## config.mk

```make
export PLATFORM = sky130hd
export DESIGN_NAME = decode_stage_flat
export DESIGN_NICKNAME = d
export VERILOG_FILES = /design/src/rtl/decode_pkg.sv /design/src/rtl/decode_stage_if.sv /design/src/rtl/reg_file_32x16.sv /design/src/rtl/decode_stage.sv /design/src/flat_wrapper.sv
export SDC_FILE = /design/constraint.sdc
export NUM_CORES = 1
export LEC_CHECK = 0
export CAP_MARGIN = 20
export CORE_AREA = 2 2 358 218
export CTS_CLUSTER_DIAMETER = 40
export DETAILED_ROUTE_END_ITERATION = 10
export DIE_AREA = 0 0 360 220
export PLACE_DENSITY = 0.52
export SYNTH_ARGS = -nofsm -noshare
export SYNTH_HDL_FRONTEND = slang
export SYNTH_HIERARCHICAL = 1
export SYNTH_SLANG_ARGS = --single-unit
```

## constraint.sdc

```tcl
create_clock -name clk -period 3.4 [get_ports clk]
set_clock_uncertainty 0.1 [all_clocks]
set_input_delay 0.68 -clock clk [delete_from_list [all_inputs] [get_ports clk]]
set_output_delay 0.68 -clock clk [all_outputs]
set_load 0.03 [all_outputs]
```

## src/rtl/decode_pkg.sv

```systemverilog
// Shared field positions, widths and the decoded-output bundle for the decode stage.
// Latency: n/a. Backpressure: n/a.
package decode_pkg;
  localparam int DW   = 16;
  localparam int AW   = 5;
  localparam int OPW  = 6;
  localparam int NREG = 32;

  localparam int OP_HI  = 31;
  localparam int OP_LO  = 26;
  localparam int RD_HI  = 25;
  localparam int RD_LO  = 21;
  localparam int RS_HI  = 20;
  localparam int RS_LO  = 16;
  localparam int RT_HI  = 15;
  localparam int RT_LO  = 11;
  localparam int IMM_HI = 15;
  localparam int IMM_LO = 0;

  localparam int IMM_FORM_BIT = 5;
  localparam logic [AW-1:0] REG_ZERO = '0;

  typedef struct packed {
    logic [DW-1:0]  a;
    logic [DW-1:0]  b;
    logic [DW-1:0]  data_in;
    logic [OPW-1:0] op_dec;
    logic [AW-1:0]  rd;
  } dec_out_t;

  // The form bit selects B's source only; the ALU sees the low five op bits.
  function automatic logic [OPW-1:0] op_decode(input logic [OP_HI-OP_LO:0] op);
    return {1'b0, op[4:0]};
  endfunction
endpackage

```

## src/rtl/decode_stage_if.sv

```systemverilog
// Fetch-side, writeback-side and execute-side signals of the decode stage.
// Latency: n/a. Backpressure: valid/ready on both the instruction and the output side.
interface decode_stage_if;
  import decode_pkg::*;

  logic [31:0]     instr;
  logic            in_valid;
  logic            in_ready;
  logic            wb_en;
  logic [AW-1:0]   wb_addr;
  logic [DW-1:0]   wb_data;
  logic [DW-1:0]   A;
  logic [DW-1:0]   B;
  logic [DW-1:0]   data_in;
  logic [OPW-1:0]  op_dec;
  logic [AW-1:0]   rd_out;
  logic            out_valid;
  logic            out_ready;

  modport master (
    output instr, in_valid, wb_en, wb_addr, wb_data, out_ready,
    input  in_ready, A, B, data_in, op_dec, rd_out, out_valid
  );

  modport slave (
    input  instr, in_valid, wb_en, wb_addr, wb_data, out_ready,
    output in_ready, A, B, data_in, op_dec, rd_out, out_valid
  );
endinterface

```

## src/rtl/reg_file_32x16.sv

```systemverilog
// 32x16 register file: two asynchronous read ports, one synchronous write port, R0 hardwired to 0.
// Latency: reads combinational, writes visible after the write edge. Backpressure: none.
module reg_file_32x16
  import decode_pkg::*;
(
  input  logic          clk,
  input  logic          reset,
  input  logic          we,
  input  logic [AW-1:0] waddr,
  input  logic [DW-1:0] wdata,
  input  logic [AW-1:0] raddr_a,
  output logic [DW-1:0] rdata_a,
  input  logic [AW-1:0] raddr_b,
  output logic [DW-1:0] rdata_b
);
  logic [DW-1:0] mem [NREG];

  always_ff @(posedge clk) begin
    if (reset) begin
      for (int i = 0; i < NREG; i++) mem[i] <= '0;
    end else if (we && waddr != REG_ZERO) begin
      mem[waddr] <= wdata;
    end
  end

  assign rdata_a = (raddr_a == REG_ZERO) ? '0 : mem[raddr_a];
  assign rdata_b = (raddr_b == REG_ZERO) ? '0 : mem[raddr_b];
endmodule

```

## src/rtl/decode_stage.sv

```systemverilog
// Decode/operand fetch: reads rs/rt, registers A, B, op_dec, data_in and rd for execute. REGFILE_BYPASS_EN forwards wb_data on a read collision instead of stalling.
// Latency: 1 cycle from accept. Backpressure: in_ready = !reset && (!out_valid || out_ready) && !stall; output held while stalled downstream.
module decode_stage
  import decode_pkg::*;
(
  input  logic           clk,
  input  logic           reset,
  decode_stage_if.slave  io
);
  logic [OP_HI-OP_LO:0] op;
  logic [AW-1:0]        rs;
  logic [AW-1:0]        rt;
  logic [AW-1:0]        rd;
  logic [DW-1:0]        imm;
  logic [DW-1:0]        rf_a;
  logic [DW-1:0]        rf_b;
  logic [DW-1:0]        rs_val;
  logic [DW-1:0]        rt_val;
  logic                 wb_hit;
  logic                 hit_rs;
  logic                 hit_rt;
  logic                 stall;
  logic                 accept;
  logic                 out_valid_q;
  dec_out_t             out_q;

  assign op  = io.instr[OP_HI:OP_LO];
  assign rd  = io.instr[RD_HI:RD_LO];
  assign rs  = io.instr[RS_HI:RS_LO];
  assign rt  = io.instr[RT_HI:RT_LO];
  assign imm = io.instr[IMM_HI:IMM_LO];

  reg_file_32x16 u_rf (
    .clk     (clk),
    .reset   (reset),
    .we      (io.wb_en),
    .waddr   (io.wb_addr),
    .wdata   (io.wb_data),
    .raddr_a (rs),
    .rdata_a (rf_a),
    .raddr_b (rt),
    .rdata_b (rf_b)
  );

  // rt is always compared because data_in reads it even in immediate form.
  assign wb_hit = io.wb_en && (io.wb_addr != REG_ZERO);
  assign hit_rs = wb_hit && (io.wb_addr == rs);
  assign hit_rt = wb_hit && (io.wb_addr == rt);

`ifdef REGFILE_BYPASS_EN
  assign rs_val = hit_rs ? io.wb_data : rf_a;
  assign rt_val = hit_rt ? io.wb_data : rf_b;
  assign stall  = 1'b0;
`else
  assign rs_val = rf_a;
  assign rt_val = rf_b;
  assign stall  = io.in_valid && (hit_rs || hit_rt);
`endif

  assign io.in_ready = !reset && (!out_valid_q || io.out_ready) && !stall;
  assign accept      = io.in_valid && io.in_ready;

  always_ff @(posedge clk) begin
    if (reset) begin
      out_q       <= '0;
      out_valid_q <= 1'b0;
    end else if (accept) begin
      out_q.a       <= rs_val;
      out_q.b       <= op[IMM_FORM_BIT] ? imm : rt_val;
      out_q.data_in <= rt_val;
      out_q.op_dec  <= op_decode(op);
      out_q.rd      <= rd;
      out_valid_q   <= 1'b1;
    end else if (io.out_ready) begin
      out_valid_q   <= 1'b0;
    end
  end

  assign io.A         = out_q.a;
  assign io.B         = out_q.b;
  assign io.data_in   = out_q.data_in;
  assign io.op_dec    = out_q.op_dec;
  assign io.rd_out    = out_q.rd;
  assign io.out_valid = out_valid_q;
endmodule
```

## src/flat_wrapper.sv

```systemverilog
// flat-port wrapper written by rule: the top's interface ports become plain ports
module decode_stage_flat import decode_pkg::*;
  (clk, reset, io_instr, io_in_valid, io_wb_en, io_wb_addr, io_wb_data, io_out_ready, io_in_ready, io_A, io_B, io_data_in, io_op_dec, io_rd_out, io_out_valid);
  decode_stage_if io_i ();
  input  logic clk;
  input  logic reset;
  input wire logic [$bits(io_i.instr)-1:0] io_instr;
  input wire logic [$bits(io_i.in_valid)-1:0] io_in_valid;
  input wire logic [$bits(io_i.wb_en)-1:0] io_wb_en;
  input wire logic [$bits(io_i.wb_addr)-1:0] io_wb_addr;
  input wire logic [$bits(io_i.wb_data)-1:0] io_wb_data;
  input wire logic [$bits(io_i.out_ready)-1:0] io_out_ready;
  output wire logic [$bits(io_i.in_ready)-1:0] io_in_ready;
  output wire logic [$bits(io_i.A)-1:0] io_A;
  output wire logic [$bits(io_i.B)-1:0] io_B;
  output wire logic [$bits(io_i.data_in)-1:0] io_data_in;
  output wire logic [$bits(io_i.op_dec)-1:0] io_op_dec;
  output wire logic [$bits(io_i.rd_out)-1:0] io_rd_out;
  output wire logic [$bits(io_i.out_valid)-1:0] io_out_valid;
  assign io_i.instr = io_instr;
  assign io_i.in_valid = io_in_valid;
  assign io_i.wb_en = io_wb_en;
  assign io_i.wb_addr = io_wb_addr;
  assign io_i.wb_data = io_wb_data;
  assign io_i.out_ready = io_out_ready;
  assign io_in_ready = io_i.in_ready;
  assign io_A = io_i.A;
  assign io_B = io_i.B;
  assign io_data_in = io_i.data_in;
  assign io_op_dec = io_i.op_dec;
  assign io_rd_out = io_i.rd_out;
  assign io_out_valid = io_i.out_valid;
  decode_stage u_core (.clk(clk), .reset(reset), .io(io_i));
endmodule
```

### After elaboration in Yosys (flattened, before gate mapping)

Memories as Yosys holds them, arrays and structs flattened.
Index checks and enable logic that the tools add are counted.
W data, S select, Z words.

| word-level totals | value |
|---|---|
| output and inout port bits | 61 |
| memory bits (writable) | 512 |
| bits of input ports | 58 |
| memories kept | 1 |
| bits in registers | 59 |

| cells by class | value |
|---|---|
| muxes and demuxes | 13 |
| equal/unequal tests | 2 |
| reductions and logical operators | 17 |

Memory list:

| memory | words | width | rd ports | clocked after Yosys merged registers in | wr ports | RTL line | source |
|---|---|---|---|---|---|---|---|
| u_core.u_rf.mem | 32 | 16 | 2 | 0 | 32 | reg_file_32x16.sv:16 | `logic [DW-1:0] mem [NREG];` |

Operator list:

| cell | number |
|---|---|
| $mux W16 | 4 |
| $reduce_or A16 Y1 | 1 |
| $eq A5 B5 Y1 | 2 |
| $logic_not A5 Y1 | 2 |
| $mux W1 | 8 |
| $logic_and A1 B1 Y1 | 7 |
| $mux W5 | 1 |
| $reduce_bool A5 Y1 | 1 |
| $logic_not A1 Y1 | 3 |
| $logic_or A1 B1 Y1 | 2 |
| $reduce_bool A2 Y1 | 1 |

### Logic depth before layout (Yosys ltp)

| logic depth | value |
|---|---|
| depth after elaboration | 9 |
| mapped depth | 11 |
| gate-level depth less buffers | 6 |

### Hierarchy

The synthesis kept the hierarchy.

By module, submodules not included:

| module | cells an instance | area an instance (um^2) | instances |
|---|---|---|---|
| reg_file_32x16 | 1863 | 27610.2 | 1 |
| decode_stage | 231 | 2611.3 | 1 |

### Worst setup path before layout

Ideal clock, no wire load.

| timing | value |
|---|---|
| path kind | input to output |
| from | input port io_wb_addr[1] |
| to | output port io_in_ready |
| slack | 0.458 ns |
| data required time | 2.620 ns |
| cell stages on the path | 4 |
| path buffers | 0 |
| arrival | 2.162 ns |
| cell sequence | or4_1 -> o21ai_2 -> nor2_1 -> a21boi_0 |

| between the ends | value |
|---|---|
| word-level cells in the longest chain between the ends | 7 |
| elaborated cells between the ends (all ways) | 10 |

RTL lines:

| what | RTL line | source |
|---|---|---|
| start, declared | flat_wrapper.sv:10 | `input wire logic [$bits(io_i.wb_addr)-1:0] io_wb_addr;` |
| $reduce_bool A5 Y1 | decode_stage.sv:46 | `assign wb_hit = io.wb_en && (io.wb_addr != REG_ZERO);` |
| $logic_and A1 B1 Y1 | decode_stage.sv:46 |  |
| $logic_and A1 B1 Y1, on equally long branches | decode_stage.sv:47, decode_stage.sv:48 |  |
| $logic_or A1 B1 Y1 (*) | decode_stage.sv:57 | `assign stall = io.in_valid && (hit_rs \|\| hit_rt);` |
| $logic_and A1 B1 Y1 (*) | decode_stage.sv:57 |  |
| $logic_not A1 Y1 (*) | decode_stage.sv:60 | `assign io.in_ready = !reset && (!out_valid_q \|\| io.out_ready) && !stall;` |
| $logic_and A1 B1 Y1 (*) | decode_stage.sv:60 |  |
| end, declared | flat_wrapper.sv:13 | `output wire logic [$bits(io_i.in_ready)-1:0] io_in_ready;` |

Every way passes the cells marked *; elsewhere a longest branch is shown, timed or not.

### Worst setup path after layout

| timing | value |
|---|---|
| from | input port io_instr[14] |
| to | register u_core.out_q (netlist bit u_core/io.B[11]) |

| between the ends | value |
|---|---|
| elaborated cells between the ends (all ways) | 11 |

RTL lines:

| what | RTL line | source |
|---|---|---|
| start, declared | flat_wrapper.sv:7 | `input wire logic [$bits(io_i.instr)-1:0] io_instr;` |
| $mem_v2 Z32 W16 / $logic_not A5 Y1 (equally long branches) | n/a |  |
| $mux W16 (*) | reg_file_32x16.sv:27 | `assign rdata_b = (raddr_b == REG_ZERO) ? '0 : mem[raddr_b];` |
| named net u_core.rf_b[11] | decode_stage.sv:16 | `logic [DW-1:0] rf_b;` |
| $mux W16 (*) | decode_stage.sv:69 | `out_q.b <= op[IMM_FORM_BIT] ? imm : rt_val;` |
| end, declared | decode_stage.sv:25 | `dec_out_t out_q;` |

The timed path passes the listed nets; every way through them passes the cells marked *.
A chain may end at the register's enable or synchronous reset.

==> reports/metrics.csv <==
metric,value,unit
worst reg2reg endpoint,u_core/io.data_in[15]$_SDFFE_PP0P_,
fin cells,3397,
Layout area overhead,20.92,%
CP Launch Type,input pin,
CTS Buf Count,74,
sequential share of the synthesized area,54.78,%
Die Span Y,220,um
layout cell share with drive strength beyond 1,27.68,%
RSZ-0062 raised after global routing,false,
distinct cell type count after synthesis,51,
Worst-Margin Slew,944.1,ps
initial DRC count,2754,
Sw Pwr,5.147,mW
first-pass GRT wire length,155400,um
TritonCTS clock tree,built,
"Req. time, crit path",3860,ps
gpl congestion,0.9514,
Sw Ratio,26.74,%
max_cap viols,0,
Power Dens Cells,526.7,nW/um^2
GRT Util Overall,28.21,%
vias in the first global route,19598,
PortBufs,117,
largest net degree at the start of global routing,71,
final hold violations,0,
Worst-path clk slew,60,ps
fin nets,2383,
CP Class,input pin to flip-flop,
area of the core,76410,sq um
aggregate routed wire length,111000,um
CTS sink cnt,571,
"Slew Viols, Final",0,
Pint,14.10,mW
ys async rst share,0,%
die width,360,um
relative slew slack,36.58,%
Worst Setup End Kind,flip-flop,
Post-synth EDFFs,512,
Final Cycle Share,99.96,%
initial core utilization,39.55,%
global route overflow,0,
static leakage,13.29,nW
ANT nets after route,0,
Peak VDD IR,0.3547,mV
Synth Area per Inst,14.43,sq um
crit path to,u_core/io.B[11]$_SDFFE_PP0P_,
Achievable Freq,0.2942,GHz
Layout fillers,6579,
synthesis-stage register bit count,571,
Design Power,19.25,mW
Clock Path Buffers,3,
CP Launch Point,io_instr[14],
R2R setup slack,700,ps
Vias per Instance,5.968,
synthesized cell area,30220,sq um
post-layout min period,3399,ps
Mapped Cells,2094,
die area,79200,sq um
post-CTS setup buffer count,0,
row count,79,
placed insts,3261,
CP max FO,11,
r2r startpoint,u_core/u_rf/mem[3][15]$_SDFFCE_PN0P_,
"Hold-fix buffers, CTS",0,
Avg WL per Cell,32.69,um
htree depth,3,
# resized after CTS,0,
initial antenna violation count,13,
DR DRC count,0,
part of the power in the clock network,42.2,%
critical path arrival,3860,ps
"Setup violations, final",0,
ys flop type,edfxtp_1,
Detail Placement HPWL,76620,um
TritonRoute pass-1 iters,6,
Clock Latency Late Sink,640,ps
DR vias,20274,
part of the power in combinational logic,14.5,%
Clock Root Buffer,clkbuf_16,
IO Count,119,
status,"finished, final reports clean",
worst hold path type,input pin to flip-flop,
yosys warns,6,
setup TNS,0,ps
Flop pwr share,43.2,%
worst reg2reg path depth,6,
-- kinds of logic after synthesis --
| logic type | Yosys count | synth area share (%) |
|---|---|---|
| muxes | 423 | 22.70 |
| xor gates and xnor gates | 10 | 0.2898 |
| and+or+nand+nor | 720 | 14.57 |
| buffers and inverters | 201 | 3.329 |
| other | 2 | 0.02485 |
| AOI/OAI and AO/OA | 167 | 4.297 |
| DFF | 571 | 54.78 |
-- cells in the final DEF, fill, tap and decap left out, drive strengths merged, types with 2 or more instances in the layout --
cell,netlist,final
mux2,58,58
nand3b,5,5
and2,503,503
nor2b,66,66
o22ai,25,25
nor3,27,27
nor4,8,8
or3,2,2
o221ai,14,14
a22o,29,29
clkinv,0,22
dfxtp,59,59
o32ai,5,5
conb,2,17
clkbuf,134,85
mux2i,162,162
a2111oi,16,16
or3b,3,3
buf,66,231
mux4,203,203
xor2,10,10
or2,32,32
a211oi,20,20
inv,1,13
nand2b,19,19
nor2,38,38
o311a,2,2
a21oi,19,19
edfxtp,512,512
bufinv,0,7
o21ai,2,2
clkdlybuf4s50,0,108
nand3,4,4
nand2,7,7
clkinvlp,0,10
a22oi,33,33
-- worst min-delay path by stage --
stage                                            end  cells past startpoint  slack, ps                    startpoint
floorplan               u_core/io.B[10]$_SDFFE_PP0P_                      2        500  u_core/io.B[10]$_SDFFE_PP0P_
global placement         u_core/io.B[2]$_SDFFE_PP0P_                      2        370   u_core/io.B[2]$_SDFFE_PP0P_
CTS                 u_core/io.out_valid$_SDFFE_PP0P_                      2        330                         reset
global route             u_core/io.B[4]$_SDFFE_PP0P_                      2        390   u_core/io.B[4]$_SDFFE_PP0P_
detailed placement       u_core/io.B[5]$_SDFFE_PP0P_                      2        370   u_core/io.B[5]$_SDFFE_PP0P_
finish              u_core/io.out_valid$_SDFFE_PP0P_                      2        350                         reset
-- synth_stat cells (all sizes together), types with 25 or more instances --
cell,instances,share of area (%)
mux2i,162,5.4
clkbuf,134,1.7
or2,32,0.66
nor3,27,0.45
o22ai,25,0.52
nor2,38,0.47
buf,66,1.7
and2,503,10
mux2,58,2.2
mux4,203,15
a22oi,33,0.82
dfxtp,59,3.9
nor2b,66,1.4
edfxtp,512,51
a22o,29,0.84
-- power by group through the flow --
stage	clock, mW	sequential [mW]	combinational, mW
6_report	8.13	8.32	2.80
5_1_grt	8.53	8.36	2.88
4_1_cts	8.24	8.32	2.74
3_5_place_dp	0	8.46	2.73
3_3_place_gp	0	8.45	2.72
2_1_floorplan	0	8.49	1.32
-- layer usage --
metal	track usage, %	wire (um)	vias to the layer above	part of all wire, %
met5	0	23	-	0.021
met2	36.22	41880	1287	38
met4	6.513	2496	4	2.2
met3	9.554	14810	153	13
li1	-	-	8427	-
met1	44.56	51830	10403	47
-- metrics by stage --
stage | area [sq um] | setup WS (ps) | utilization [%] | hold slack [ps]
after floorplan | 30280 | 458.1 | - | 499.8
final | 36540 | 1.239 | 47.83 | 352.2
after global routing | 36540 | 42.96 | 47.82 | 392.6
after detailed placement | 34020 | -407.4 | 44.53 | 373.4
after CTS | 36540 | 116.5 | 47.82 | 328.7
after global placement | 34020 | -431.1 | 44.53 | 365.5
-- flip-flops by register name, summed over array words and instances (netlist names) --
| register | flops |
|---|---|
| u_core/u_rf/mem | 512 |
| u_core/io.rd_out | 5 |
| u_core/io.out_valid | 1 |
| u_core/io.data_in | 16 |
| u_core/io.B | 16 |
| u_core/io.op_dec | 5 |
| u_core/io.A | 16 |
-- final cells by class --
class | count | area (sq um) | share of cell area (%)
clock inverters | 51 | 510.5 | 1.397
diodes | 1 | 2.502 | 0.006848
clock buffers | 84 | 2006 | 5.489
flip-flops and latches | 571 | 16560 | 45.31
inverters | 1 | 3.754 | 0.01027
repair buffers | 340 | 3471 | 9.498
well taps | 1012 | 1266 | 3.465
multi-input cells | 1337 | 12730 | 34.83
-- worst max-delay path, stage by stage --
cell and delay, ps:
clkdlybuf4s50_1 460, buf_4 200, and2_1 530, buf_4 320, buf_4 270, a22o_1 340, a211oi_1 80, nor3_1 540
buf_4 230, mux2i_1 60, mux2i_1 130
Note: power is estimated with default switching activity, not from simulation.
